--- src/rtl/wallace_mul_sched_if.sv ---
// Request/response bundle for wallace_mul_sched.
//   req0_*/req1_* : two requesters, valid/ready handshake, 16-bit operands, TAG_W tag
//   rsp_*         : product return, valid/ready handshake, product, source index, tag
// master: requesters + response consumer side; slave: the scheduler.
interface wallace_mul_sched_if #(
    parameter int unsigned TAG_W = 4
);
    logic             req0_valid;
    logic             req0_ready;
    logic [15:0]      req0_a;
    logic [15:0]      req0_b;
    logic [TAG_W-1:0] req0_tag;

    logic             req1_valid;
    logic             req1_ready;
    logic [15:0]      req1_a;
    logic [15:0]      req1_b;
    logic [TAG_W-1:0] req1_tag;

    logic             rsp_valid;
    logic             rsp_ready;
    logic [31:0]      rsp_p;
    logic             rsp_src;
    logic [TAG_W-1:0] rsp_tag;

    modport master (
        output req0_valid, req0_a, req0_b, req0_tag,
        output req1_valid, req1_a, req1_b, req1_tag,
        output rsp_ready,
        input  req0_ready, req1_ready,
        input  rsp_valid, rsp_p, rsp_src, rsp_tag
    );

    modport slave (
        input  req0_valid, req0_a, req0_b, req0_tag,
        input  req1_valid, req1_a, req1_b, req1_tag,
        input  rsp_ready,
        output req0_ready, req1_ready,
        output rsp_valid, rsp_p, rsp_src, rsp_tag
    );
endinterface

--- src/rtl/wallace_mul_sched.sv ---
// Round-robin scheduler for a shared 16x16 Wallace partial-product accumulator.
//   clk, rst : clock, synchronous active-high reset
//   bus      : two request ports and one response port (wallace_mul_sched_if.slave)
//   pp_x     : 16 partial-product rows (row k at [32k+31:32k]) to the tree
//   ppa_s/c  : tree sum and weight-aligned carry vectors
//   busy     : high whenever a transaction is in flight
module wallace_mul_sched #(
    parameter int unsigned TAG_W = 4
) (
    input  logic                clk,
    input  logic                rst,
    wallace_mul_sched_if.slave  bus,
    output logic [511:0]        pp_x,
    input  logic [31:0]         ppa_s,
    input  logic [31:0]         ppa_c,
    output logic                busy
);
    localparam int unsigned OP_W = 16;
    localparam int unsigned P_W  = 32;
    localparam int unsigned ROWS = 16;

    typedef enum logic [1:0] {
        IDLE = 2'd0,
        TREE = 2'd1,
        ADD  = 2'd2,
        RESP = 2'd3
    } state_t;

    state_t           state;
    logic             last_grant;
    logic [OP_W-1:0]  a_r;
    logic [OP_W-1:0]  b_r;
    logic [TAG_W-1:0] tag_r;
    logic             src_r;
    logic [P_W-1:0]   s_r;
    logic [P_W-1:0]   c_r;
    logic [P_W-1:0]   rsp_p_r;
    logic             rsp_src_r;
    logic [TAG_W-1:0] rsp_tag_r;

    logic grant0;
    logic grant1;

    // On a tie the requester not served last wins.
    always_comb begin
        grant0 = bus.req0_valid && (!bus.req1_valid || last_grant);
        grant1 = bus.req1_valid && (!bus.req0_valid || !last_grant);
    end

    // Handshake and status decode; reset forces them quiet in the reset cycle too.
    assign bus.req0_ready = !rst && (state == IDLE) && grant0;
    assign bus.req1_ready = !rst && (state == IDLE) && grant1;
    assign bus.rsp_valid  = !rst && (state == RESP);
    assign busy           = !rst && (state != IDLE);
    assign bus.rsp_p      = rsp_p_r;
    assign bus.rsp_src    = rsp_src_r;
    assign bus.rsp_tag    = rsp_tag_r;

    // Partial-product rows from the latched operands only, so the tree path starts at flops.
    always_comb begin
        pp_x = '0;
        for (int k = 0; k < ROWS; k++) begin
            pp_x[P_W*k +: P_W] = b_r[k] ? (P_W'(a_r) << k) : '0;
        end
    end

    // Sequencer: accept, let the tree settle, final add, hold the response.
    always_ff @(posedge clk) begin
        if (rst) begin
            state      <= IDLE;
            last_grant <= 1'b1;
            a_r        <= '0;
            b_r        <= '0;
            tag_r      <= '0;
            src_r      <= 1'b0;
            s_r        <= '0;
            c_r        <= '0;
            rsp_p_r    <= '0;
            rsp_src_r  <= 1'b0;
            rsp_tag_r  <= '0;
        end else begin
            case (state)
                IDLE: begin
                    if (grant0 || grant1) begin
                        a_r        <= grant1 ? bus.req1_a   : bus.req0_a;
                        b_r        <= grant1 ? bus.req1_b   : bus.req0_b;
                        tag_r      <= grant1 ? bus.req1_tag : bus.req0_tag;
                        src_r      <= grant1;
                        last_grant <= grant1;
                        state      <= TREE;
                    end
                end
                TREE: begin
                    s_r   <= ppa_s;
                    c_r   <= ppa_c;
                    state <= ADD;
                end
                ADD: begin
                    rsp_p_r   <= s_r + c_r;
                    rsp_src_r <= src_r;
                    rsp_tag_r <= tag_r;
                    state     <= RESP;
                end
                RESP: begin
                    if (bus.rsp_ready) begin
                        state <= IDLE;
                    end
                end
                default: state <= IDLE;
            endcase
        end
    end
endmodule
--- src/flat_wrapper.sv ---
// flat-port wrapper written by rule: the top's interface ports become plain ports
module wallace_mul_sched_flat 
#(
    parameter int unsigned TAG_W = 4
)
  (clk, rst, pp_x, ppa_s, ppa_c, busy, bus_req0_valid, bus_req0_a, bus_req0_b, bus_req0_tag, bus_req1_valid, bus_req1_a, bus_req1_b, bus_req1_tag, bus_rsp_ready, bus_req0_ready, bus_req1_ready, bus_rsp_valid, bus_rsp_p, bus_rsp_src, bus_rsp_tag);
  wallace_mul_sched_if #(.TAG_W(TAG_W)) bus_i ();
  input  logic clk;
  input  logic rst;
  output logic [511:0] pp_x;
  input  logic [31:0] ppa_s;
  input  logic [31:0] ppa_c;
  output logic busy;
  input wire logic [$bits(bus_i.req0_valid)-1:0] bus_req0_valid;
  input wire logic [$bits(bus_i.req0_a)-1:0] bus_req0_a;
  input wire logic [$bits(bus_i.req0_b)-1:0] bus_req0_b;
  input wire logic [$bits(bus_i.req0_tag)-1:0] bus_req0_tag;
  input wire logic [$bits(bus_i.req1_valid)-1:0] bus_req1_valid;
  input wire logic [$bits(bus_i.req1_a)-1:0] bus_req1_a;
  input wire logic [$bits(bus_i.req1_b)-1:0] bus_req1_b;
  input wire logic [$bits(bus_i.req1_tag)-1:0] bus_req1_tag;
  input wire logic [$bits(bus_i.rsp_ready)-1:0] bus_rsp_ready;
  output wire logic [$bits(bus_i.req0_ready)-1:0] bus_req0_ready;
  output wire logic [$bits(bus_i.req1_ready)-1:0] bus_req1_ready;
  output wire logic [$bits(bus_i.rsp_valid)-1:0] bus_rsp_valid;
  output wire logic [$bits(bus_i.rsp_p)-1:0] bus_rsp_p;
  output wire logic [$bits(bus_i.rsp_src)-1:0] bus_rsp_src;
  output wire logic [$bits(bus_i.rsp_tag)-1:0] bus_rsp_tag;
  assign bus_i.req0_valid = bus_req0_valid;
  assign bus_i.req0_a = bus_req0_a;
  assign bus_i.req0_b = bus_req0_b;
  assign bus_i.req0_tag = bus_req0_tag;
  assign bus_i.req1_valid = bus_req1_valid;
  assign bus_i.req1_a = bus_req1_a;
  assign bus_i.req1_b = bus_req1_b;
  assign bus_i.req1_tag = bus_req1_tag;
  assign bus_i.rsp_ready = bus_rsp_ready;
  assign bus_req0_ready = bus_i.req0_ready;
  assign bus_req1_ready = bus_i.req1_ready;
  assign bus_rsp_valid = bus_i.rsp_valid;
  assign bus_rsp_p = bus_i.rsp_p;
  assign bus_rsp_src = bus_i.rsp_src;
  assign bus_rsp_tag = bus_i.rsp_tag;
  wallace_mul_sched #(.TAG_W(TAG_W)) u_core (.clk(clk), .rst(rst), .bus(bus_i), .pp_x(pp_x), .ppa_s(ppa_s), .ppa_c(ppa_c), .busy(busy));
endmodule
--- config.mk ---
export PLATFORM = sky130hd
export DESIGN_NAME = wallace_mul_sched_flat
export DESIGN_NICKNAME = d
export VERILOG_FILES = /design/src/rtl/wallace_mul_sched_if.sv /design/src/rtl/wallace_mul_sched.sv /design/src/flat_wrapper.sv
export SDC_FILE = /design/constraint.sdc
export NUM_CORES = 1
export LEC_CHECK = 0
export ABC_AREA = 0
export BUFFER_PORTS_ARGS = -buffer_cell sky130_fd_sc_hd__buf_2
export CORE_AREA = 4 4 266 268
export CTS_CLUSTER_SIZE = 10
export DETAILED_ROUTE_END_ITERATION = 10
export DIE_AREA = 0 0 270 272
export PLACE_DENSITY = 0.45
export SETUP_SLACK_MARGIN = 0.15
export SYNTH_ARGS = -nofsm -noshare
export SYNTH_HDL_FRONTEND = slang
export SYNTH_SLANG_ARGS = --single-unit
--- constraint.sdc ---
create_clock -name clk -period 3.25 [get_ports clk]
set_input_delay 0.65 -clock clk [delete_from_list [all_inputs] [get_ports clk]]
set_output_delay 0.65 -clock clk [all_outputs]
set_load 0.01 [all_outputs]
==> flow_summary.json, run 1 <==
{
  "power-per-cell-area_nw_per_um2": 694,
  "finalHoldViolations": 0,
  "flow.area_growth_from_synthesis_pct": 25.5,
  "post-place-ws_ns": 0.326,
  "grt_pass1_wl_um": 66900,
  "cts-htree-levels": 4,
  "post_synth_instance_area_sq_um": 10900,
  "mostFrequentLayoutCell": "sky130_fd_sc_hd__buf_2",
  "drv.max_cap_violation_count": 0,
  "post_drt_wl_per_cell_um": 18.2,
  "finalMaxSlewViolations": 0,
  "design.die.area_sq_um": 73400,
  "fp.dieW_um": 270,
  "series_of_cell_instances_along_the_critical_path": "ha_1, fa_1, a21o_1, a221oi_4, o221ai_2, a31oi_4, o32ai_2, or4_1, nand3_1",
  "synth_sequential_area_ratio_pct": 25.9,
  "tns_ns": 0,
  "fin_ws_ns": 0.385,
  "routed_wl_um": 48100,
  "post_synth_main_area_contributors": "sky130_fd_sc_hd__dfxtp_1 26%, sky130_fd_sc_hd__buf_4 18%, sky130_fd_sc_hd__and2_1 15%",
  "number_of_antenna_violations_at_the_first_check_in_global_routing": 9,
  "coreArea_sq_um": 68300,
  "timing.final.crit_share_pct": 88.2,
  "synth-main-ff-cell": "sky130_fd_sc_hd__dfxtp_1",
  "synth_cells": 1362,
  "detailedRoute.firstPassIterationCount": 5,
  "cts_buffers": 17,
  "cp.arrival_ns": 3.27,
  "ys_ff_latch": 141,
  "synthesis.yosys.warnings": 0,
  "post-route-drc-count": 0,
  "worst_hold_startpoint": "ppa_s[28]",
  "finalWeightedCongestion": 0.837,
  "port_buffers": 437,
  "edff_count_synth": 0,
  "timing.critical_path.buf_inv": 0,
  "crit_path_start": "u_core.c_r[0]",
  "slew_headroom_pct": 31.2,
  "clock-sinks": 141,
  "grt_setup_unrepaired": "no",
  "synth_async_sr_flop_share_pct": 0,
  "clock_insertion_delay_worst_skew_ns": 0.47,
  "end_kind": "flop",
  "syn-mean-instance-area_sq_um": 8.00,
  "dr.first_iter.drc_count": 430,
  "synth_cell_type_count": 55,
  "leading_area_contributor_after_synthesis": "sky130_fd_sc_hd__dfxtp_1",
  "dp.final_hpwl_um": 38500,
  "critical_path.top_delay_family": "compound AO/OA/AOI/OAI gates",
  "final_core_util_pct": 20.0,
  "leakage_nw": 6.94,
  "globalRoute.totalOverflow": 0,
  "cts_tree": "built",
  "grt_start_max_net_pins": 69,
  "result_of_the_run": "complete, no violations",
  "timing.final.crit_period_ns": 2.87,
  "route.detailed.vias_per_inst": 3.70,
  "clock-root-buffer": "sky130_fd_sc_hd__clkbuf_16",
  "layout.nets": 1930,
  "initial_standard_cell_utilization_of_the_core_pct": 16.0,
  "dr_total_vias": 9802,
  "postRouteAntennaNets": 0,
  "die_height_um": 272,
  "cp-start-kind": "flop",
  "cts_buffer_depth": 2,
  "critical_path.slowest_cell": "sky130_fd_sc_hd__or4_1",
  "worst_path_clk_slew_ns": 0.06,
  "critPathMaxFanout": 6,
  "skew_ns": 0.0194,
  "maxClockFrequency_mhz": 349,
  "irDropWorstVdd_uv": 466,
  "mostFrequentLayoutCells": "436 x sky130_fd_sc_hd__buf_2, 258 x sky130_fd_sc_hd__and2_1, 256 x sky130_fd_sc_hd__conb_1",
  "post-synth-top-area-fraction_pct": 25.9,
  "classification_of_the_worst_slack_hold_path": "in2reg",
  "design.portCount": 694,
  "setup_viol_count_final": 0,
  "rr_startpoint": "u_core.c_r[0]",
  "critical_path_class": "reg2reg",
  "required_ns": 3.65,
  "fp-row-count": 96,
  "post_route_cells_drive_above_1_share_pct": 28.4,
  "grt_usage_pct": 12.4,
  "timing_worst_slew_pin_value_ns": 1.03,
  "via_count_of_the_first_global_routing_pass": 9347,
  "critical_path.max_stage_delay_ns": 0.48
}
==> path summary, 6_finish.rpt <==
path              slack [ns]              endpoint  cells after the start
setup / recovery        0.38  u_core.bus.rsp_p[28]                      9
hold / removal          0.42        u_core.s_r[28]                      3
setup reg to reg        0.38  u_core.bus.rsp_p[28]                      9
hold reg to reg         0.47  u_core.bus.rsp_p[13]                      2
==> timing repair <==
action,in CTS,in global routing
setup endpoints to repair,0,1
setup buffers,0,0
gates resized for setup,0,1
hold buffers,0,0
==> sequential cells by signal (all words and copies together) (netlist names) <==
signal and count:
u_core.state 2, u_core.b_r 16, u_core.s_r 32, u_core.last_grant 1, u_core.a_r 16, u_core.bus.rsp_tag 4, u_core.tag_r 4, u_core.bus.rsp_p 32
u_core.c_r 32, u_core.bus.rsp_src 1, u_core.src_r 1
==> layer usage <==
metal / vias up / GRT usage, % / share of wire, %
met5: - / 0 / 0
met3: 40 / 4.40 / 8.3
met2: 417 / 22.4 / 51
met4: 0 / 3.28 / 1.6
met1: 4520 / 13.9 / 39
li1: 4825 / - / -
==> through the flow <==
stage	power (W)	instances	area (sq um)	hold WS (ns)
final	0.00950	2649	13700	0.420
after global routing	0.0102	2646	13700	0.391
after CTS	0.00974	2645	13700	0.359
after detailed placement	0.00769	2616	13100	0.463
after global placement	0.00770	2616	13100	0.459
after floorplan	0.00573	1617	11900	0.445
==> worst reg2reg max path: stages (launching register included) <==
cell and delay (ns):
sky130_fd_sc_hd__dfxtp_1 0.31, sky130_fd_sc_hd__ha_1 0.23, sky130_fd_sc_hd__fa_1 0.40, sky130_fd_sc_hd__a21o_1 0.23
sky130_fd_sc_hd__a221oi_4 0.30, sky130_fd_sc_hd__o221ai_2 0.25, sky130_fd_sc_hd__a31oi_4 0.36, sky130_fd_sc_hd__o32ai_2 0.14
sky130_fd_sc_hd__or4_1 0.48, sky130_fd_sc_hd__nand3_1 0.09
==> synthesized netlist by cell type (6+ instances only) <==
| cell type | n |
|---|---|
| sky130_fd_sc_hd__xnor2_1 | 8 |
| sky130_fd_sc_hd__or4_1 | 6 |
| sky130_fd_sc_hd__a211oi_1 | 39 |
| sky130_fd_sc_hd__buf_4 | 256 |
| sky130_fd_sc_hd__a211o_1 | 6 |
| sky130_fd_sc_hd__clkbuf_1 | 68 |
| sky130_fd_sc_hd__nor3_1 | 9 |
| sky130_fd_sc_hd__nand2b_1 | 11 |
| sky130_fd_sc_hd__and2_1 | 258 |
| sky130_fd_sc_hd__nor2b_1 | 10 |
| sky130_fd_sc_hd__nand2_1 | 43 |
| sky130_fd_sc_hd__a21oi_1 | 48 |
| sky130_fd_sc_hd__ha_1 | 35 |
| sky130_fd_sc_hd__nand3_1 | 7 |
| sky130_fd_sc_hd__nor2_1 | 144 |
| sky130_fd_sc_hd__a21o_1 | 11 |
| sky130_fd_sc_hd__o21ai_0 | 17 |
| sky130_fd_sc_hd__mux2i_1 | 118 |
| sky130_fd_sc_hd__buf_1 | 12 |
| sky130_fd_sc_hd__dfxtp_1 | 141 |
| sky130_fd_sc_hd__inv_1 | 15 |
| sky130_fd_sc_hd__nand4_1 | 12 |
| sky130_fd_sc_hd__nor3b_1 | 6 |
| sky130_fd_sc_hd__nand3b_1 | 7 |
==> cell type report <==
cell class	count	area, sq um
diodes	4	10.0
clock buffers	20	457
clock inverters	9	90.1
fillers	7714	54700
inverters	15	56.3
multi-input cells	1121	6780
flip-flops and latches	141	2820
well taps	882	1100
repair buffers	457	2360
==> kinds of logic after synthesis <==
| logic type | Yosys count | synth area share (%) |
|---|---|---|
| compound gates | 169 | 10.7 |
| xor+xnor | 11 | 0.884 |
| fa+ha+maj | 36 | 4.20 |
| buf+inv | 355 | 21.1 |
| flops | 141 | 25.9 |
| mux | 119 | 10.9 |
| other cells | 1 | 0.0344 |
| simple gates | 530 | 26.3 |
==> report_power, final <==
| group | leakage, nW | total [W] | internal [W] | switching [W] |
|---|---|---|---|---|
| Sequential | 1.16 | 0.00313 | 0.00218 | 0.000954 |
| Clock | 0.265 | 0.00194 | 0.00108 | 0.000855 |
| Combinational | 5.52 | 0.00443 | 0.00176 | 0.00267 |
No activity file was read; power rests on OpenSTA's default activity.
==> run 2, diff against run 1 <==
--- a/config.mk
+++ b/config.mk
@@ -5,13 +5,14 @@
 export SDC_FILE = /design/constraint.sdc
 export NUM_CORES = 1
 export LEC_CHECK = 0
-export ABC_AREA = 0
+export ABC_AREA = 1
 export BUFFER_PORTS_ARGS = -buffer_cell sky130_fd_sc_hd__buf_2
-export CORE_AREA = 4 4 266 268
+export CORE_AREA = 4 4 264 266
 export CTS_CLUSTER_SIZE = 10
 export DETAILED_ROUTE_END_ITERATION = 10
-export DIE_AREA = 0 0 270 272
-export PLACE_DENSITY = 0.45
+export DIE_AREA = 0 0 268 270
+export GPL_TIMING_DRIVEN = 0
+export PLACE_DENSITY = 0.47
 export SETUP_SLACK_MARGIN = 0.15
 export SYNTH_ARGS = -nofsm -noshare
 export SYNTH_HDL_FRONTEND = slang
==> run 2 against run 1 <==
Compared with the run above: clock skew decreased by 0.0052 ns; global-route usage increased by 2.7 points; critical path type is now reg2out; maximum frequency decreased by 2.0%; core utilization increased by 4.7 points; sequential cell count unchanged; synthesized cell count increased by 50%; die area decreased by 1.5%; register-to-register slack improved by 0.48 ns; critical path depth decreased by 4; largest cell class unchanged.
==> flow_summary.json, run 2 <==
{
  "fp.dieW_um": 268,
  "post_synth_main_area_contributors": "sky130_fd_sc_hd__dfxtp_1 24%, sky130_fd_sc_hd__nand2_1 18%, sky130_fd_sc_hd__buf_4 16%",
  "detailedRoute.firstPassIterationCount": 5,
  "maxClockFrequency_mhz": 342,
  "mostFrequentLayoutCell": "sky130_fd_sc_hd__nand2_1",
  "post-route-drc-count": 0,
  "fp-row-count": 95,
  "worst_hold_slack_ns": 0.400,
  "placed_cells_incl_taps": 3602,
  "result_of_the_run": "complete, no violations",
  "clock-root-buffer": "sky130_fd_sc_hd__clkbuf_16",
  "drv.max_cap_violation_count": 0,
  "dr_total_vias": 13100,
  "classification_of_the_worst_slack_hold_path": "in2reg",
  "routed_wl_um": 56400,
  "hold_end": "u_core.s_r[17]",
  "fillers": 7816,
  "coreArea_sq_um": 67000,
  "finalWeightedCongestion": 0.850,
  "finalHoldViolations": 0,
  "cp-start-kind": "flop",
  "cts.hold.buffers_added": 0,
  "post_synth_instance_area_sq_um": 11700,
  "number_of_antenna_violations_at_the_first_check_in_global_routing": 13,
  "synth_commonest_cells": "572 x sky130_fd_sc_hd__nand2_1, 409 x sky130_fd_sc_hd__inv_1, 257 x sky130_fd_sc_hd__buf_4, 242 x sky130_fd_sc_hd__nor2_1, 141 x sky130_fd_sc_hd__dfxtp_1",
  "dr.first_iter.drc_count": 732,
  "synth_cell_type_count": 31,
  "cts_buffer_depth": 2,
  "synth_sequential_area_ratio_pct": 24.1,
  "timing.hold.worst_path_depth": 3,
  "synth-main-ff-cell": "sky130_fd_sc_hd__dfxtp_1",
  "flow.area_growth_from_synthesis_pct": 41.5,
  "timing_worst_slew_pin_value_ns": 0.797,
  "clock-sinks": 141,
  "cts_buffers": 17,
  "grt_setup_unrepaired": "no",
  "grt_start_max_net_pins": 17,
  "cp.arrival_ns": 2.27,
  "finalMaxSlewViolations": 0,
  "worst_hold_startpoint": "ppa_s[17]",
  "synth_async_sr_flop_share_pct": 0,
  "post_route_cells_drive_above_1_share_pct": 26.9,
  "die_height_um": 270,
  "slew_headroom_pct": 46.9,
  "final_core_util_pct": 24.7,
  "synthesis.yosys.warnings": 0,
  "r2r_slack_ns": 0.86,
  "mostFrequentLayoutCells": "572 x sky130_fd_sc_hd__nand2_1, 446 x sky130_fd_sc_hd__buf_2, 409 x sky130_fd_sc_hd__inv_1",
  "required_ns": 2.60,
  "endpoint_of_the_worst_slack_reg_to_reg_timing_path": "u_core.bus.rsp_p[28]",
  "port_buffers": 436,
  "cts_tree": "built",
  "design.die.area_sq_um": 72400,
  "skew_ns": 0.0141,
  "dp.final_hpwl_um": 47700,
  "ys_ff_latch": 141,
  "via_count_of_the_first_global_routing_pass": 12200,
  "clock_insertion_delay_worst_skew_ns": 0.47,
  "postRouteAntennaNets": 0,
  "power_w": 0.0113,
  "critical_path_class": "reg2out",
  "rr_startpoint": "u_core.c_r[0]",
  "worst_path_clk_slew_ns": 0.07,
  "irDropWorstVdd_uv": 428,
  "route.detailed.vias_per_inst": 3.61,
  "leading_area_contributor_after_synthesis": "sky130_fd_sc_hd__dfxtp_1",
  "leakage_nw": 11.6,
  "syn-mean-instance-area_sq_um": 5.75,
  "yosysMostFrequentCell": "sky130_fd_sc_hd__nand2_1",
  "layout.cells.non_filler": 3643,
  "grt_usage_pct": 15.1,
  "post_drt_wl_per_cell_um": 15.5,
  "post-synth-top-area-fraction_pct": 24.1,
  "design.portCount": 694,
  "setup_viol_count_final": 0,
  "initial_standard_cell_utilization_of_the_core_pct": 17.5,
  "critPathMaxFanout": 10,
  "tns_ns": 0,
  "grt_pass1_wl_um": 80500,
  "timing.final.crit_period_ns": 2.92,
  "r2r_depth": 12,
  "layout.nets": 2925,
  "power-per-cell-area_nw_per_um2": 682,
  "cts-htree-levels": 4,
  "edff_count_synth": 0,
  "synth_cells": 2038,
  "globalRoute.totalOverflow": 0,
  "end_kind": "output port",
  "timing.final.crit_share_pct": 90.0
}
run 2: cell count changes in the layout (fill, tap and decap cells not counted), moves of 98 or more:
cell and change:
sky130_fd_sc_hd__mux2i_1 -118, sky130_fd_sc_hd__inv_1 +394, sky130_fd_sc_hd__clkbuf_1 +100, sky130_fd_sc_hd__nand2_1 +529, sky130_fd_sc_hd__nor2_1 +98, sky130_fd_sc_hd__buf_4 +238
sky130_fd_sc_hd__and2_1 -257, sky130_fd_sc_hd__o21ai_0 +102
run 2: cell type report:
cell class                 count  area [sq um]  area share (%)
clock buffer                  19           443            2.67
tap                          873          1090            6.59
multi-input combinational   1369          5930            35.8
antenna                       10          25.0           0.151
sequential                   141          2820            17.0
inverter                     412          1550            9.33
timing repair buffer         436          2180            13.2
clock inverter                12           159           0.959
buffer                       371          2370            14.3
run 2: worst max-delay path, cell delays in order (launching register included):
cell,delay (ns)
sky130_fd_sc_hd__dfxtp_1,0.30
sky130_fd_sc_hd__clkbuf_1,0.57
sky130_fd_sc_hd__clkbuf_1,0.46
sky130_fd_sc_hd__nand2_1,0.23
sky130_fd_sc_hd__inv_1,0.09
sky130_fd_sc_hd__buf_2,0.14
run 2: how the worst max path moves through the flow:
stage	startpoint	endpoint	slack (ns)	cells past startpoint
after floorplan	bus_req0_valid	bus_req1_ready	1.20	5
after global placement	bus_req0_valid	bus_req1_ready	0.53	7
after detailed placement	bus_req0_valid	bus_req1_ready	0.53	7
after CTS	u_core.b_r[14]	pp_x[467]	0.21	5
after global routing	u_core.a_r[14]	pp_x[80]	0.16	5
final	u_core.a_r[2]	pp_x[68]	0.33	5
run 2: power by group:
part / internal [W] / total [W] / switching [W]
registers: 0.00242 / 0.00279 / 0.000373
clock network: 0.00123 / 0.00212 / 0.000893
logic: 0.00196 / 0.00639 / 0.00443
run 2: what timing repair did:
item	CTS	global route
buffers inserted	0	0
resized for setup	0	2
hold endpoints to repair	0	0
endpoints found under the setup margin	0	1
run 2: logic make-up after synthesis:
| kind of cell | after synthesis | share of synthesized area, % |
|---|---|---|
| AO/OA/AOI/OAI | 190 | 8.64 |
| XOR/XNOR | 15 | 1.12 |
| adder cells (fa/ha/maj) | 36 | 3.91 |
| buffers and inverters | 783 | 33.4 |
| flip-flops | 141 | 24.1 |
| other | 1 | 0.0320 |
| AND/OR/NAND/NOR | 872 | 28.8 |
run 2: through the flow:
stage / area [sq um] / setup slack (ns)
floorplan: 12700 / 1.20
global placement: 15900 / 0.526
detailed placement: 15900 / 0.530
CTS: 16500 / 0.208
global route: 16600 / 0.162
finish: 16600 / 0.325
run 2: per-layer routing:
metal,routed length (um),share of wire (%),global-route usage [%],vias up
met1,26200,46,20.1,5714
li1,-,-,-,6871
met3,4340,7.7,3.92,48
met5,18,0.032,0,-
met2,25000,44,24.1,500
met4,856,1.5,3.91,2
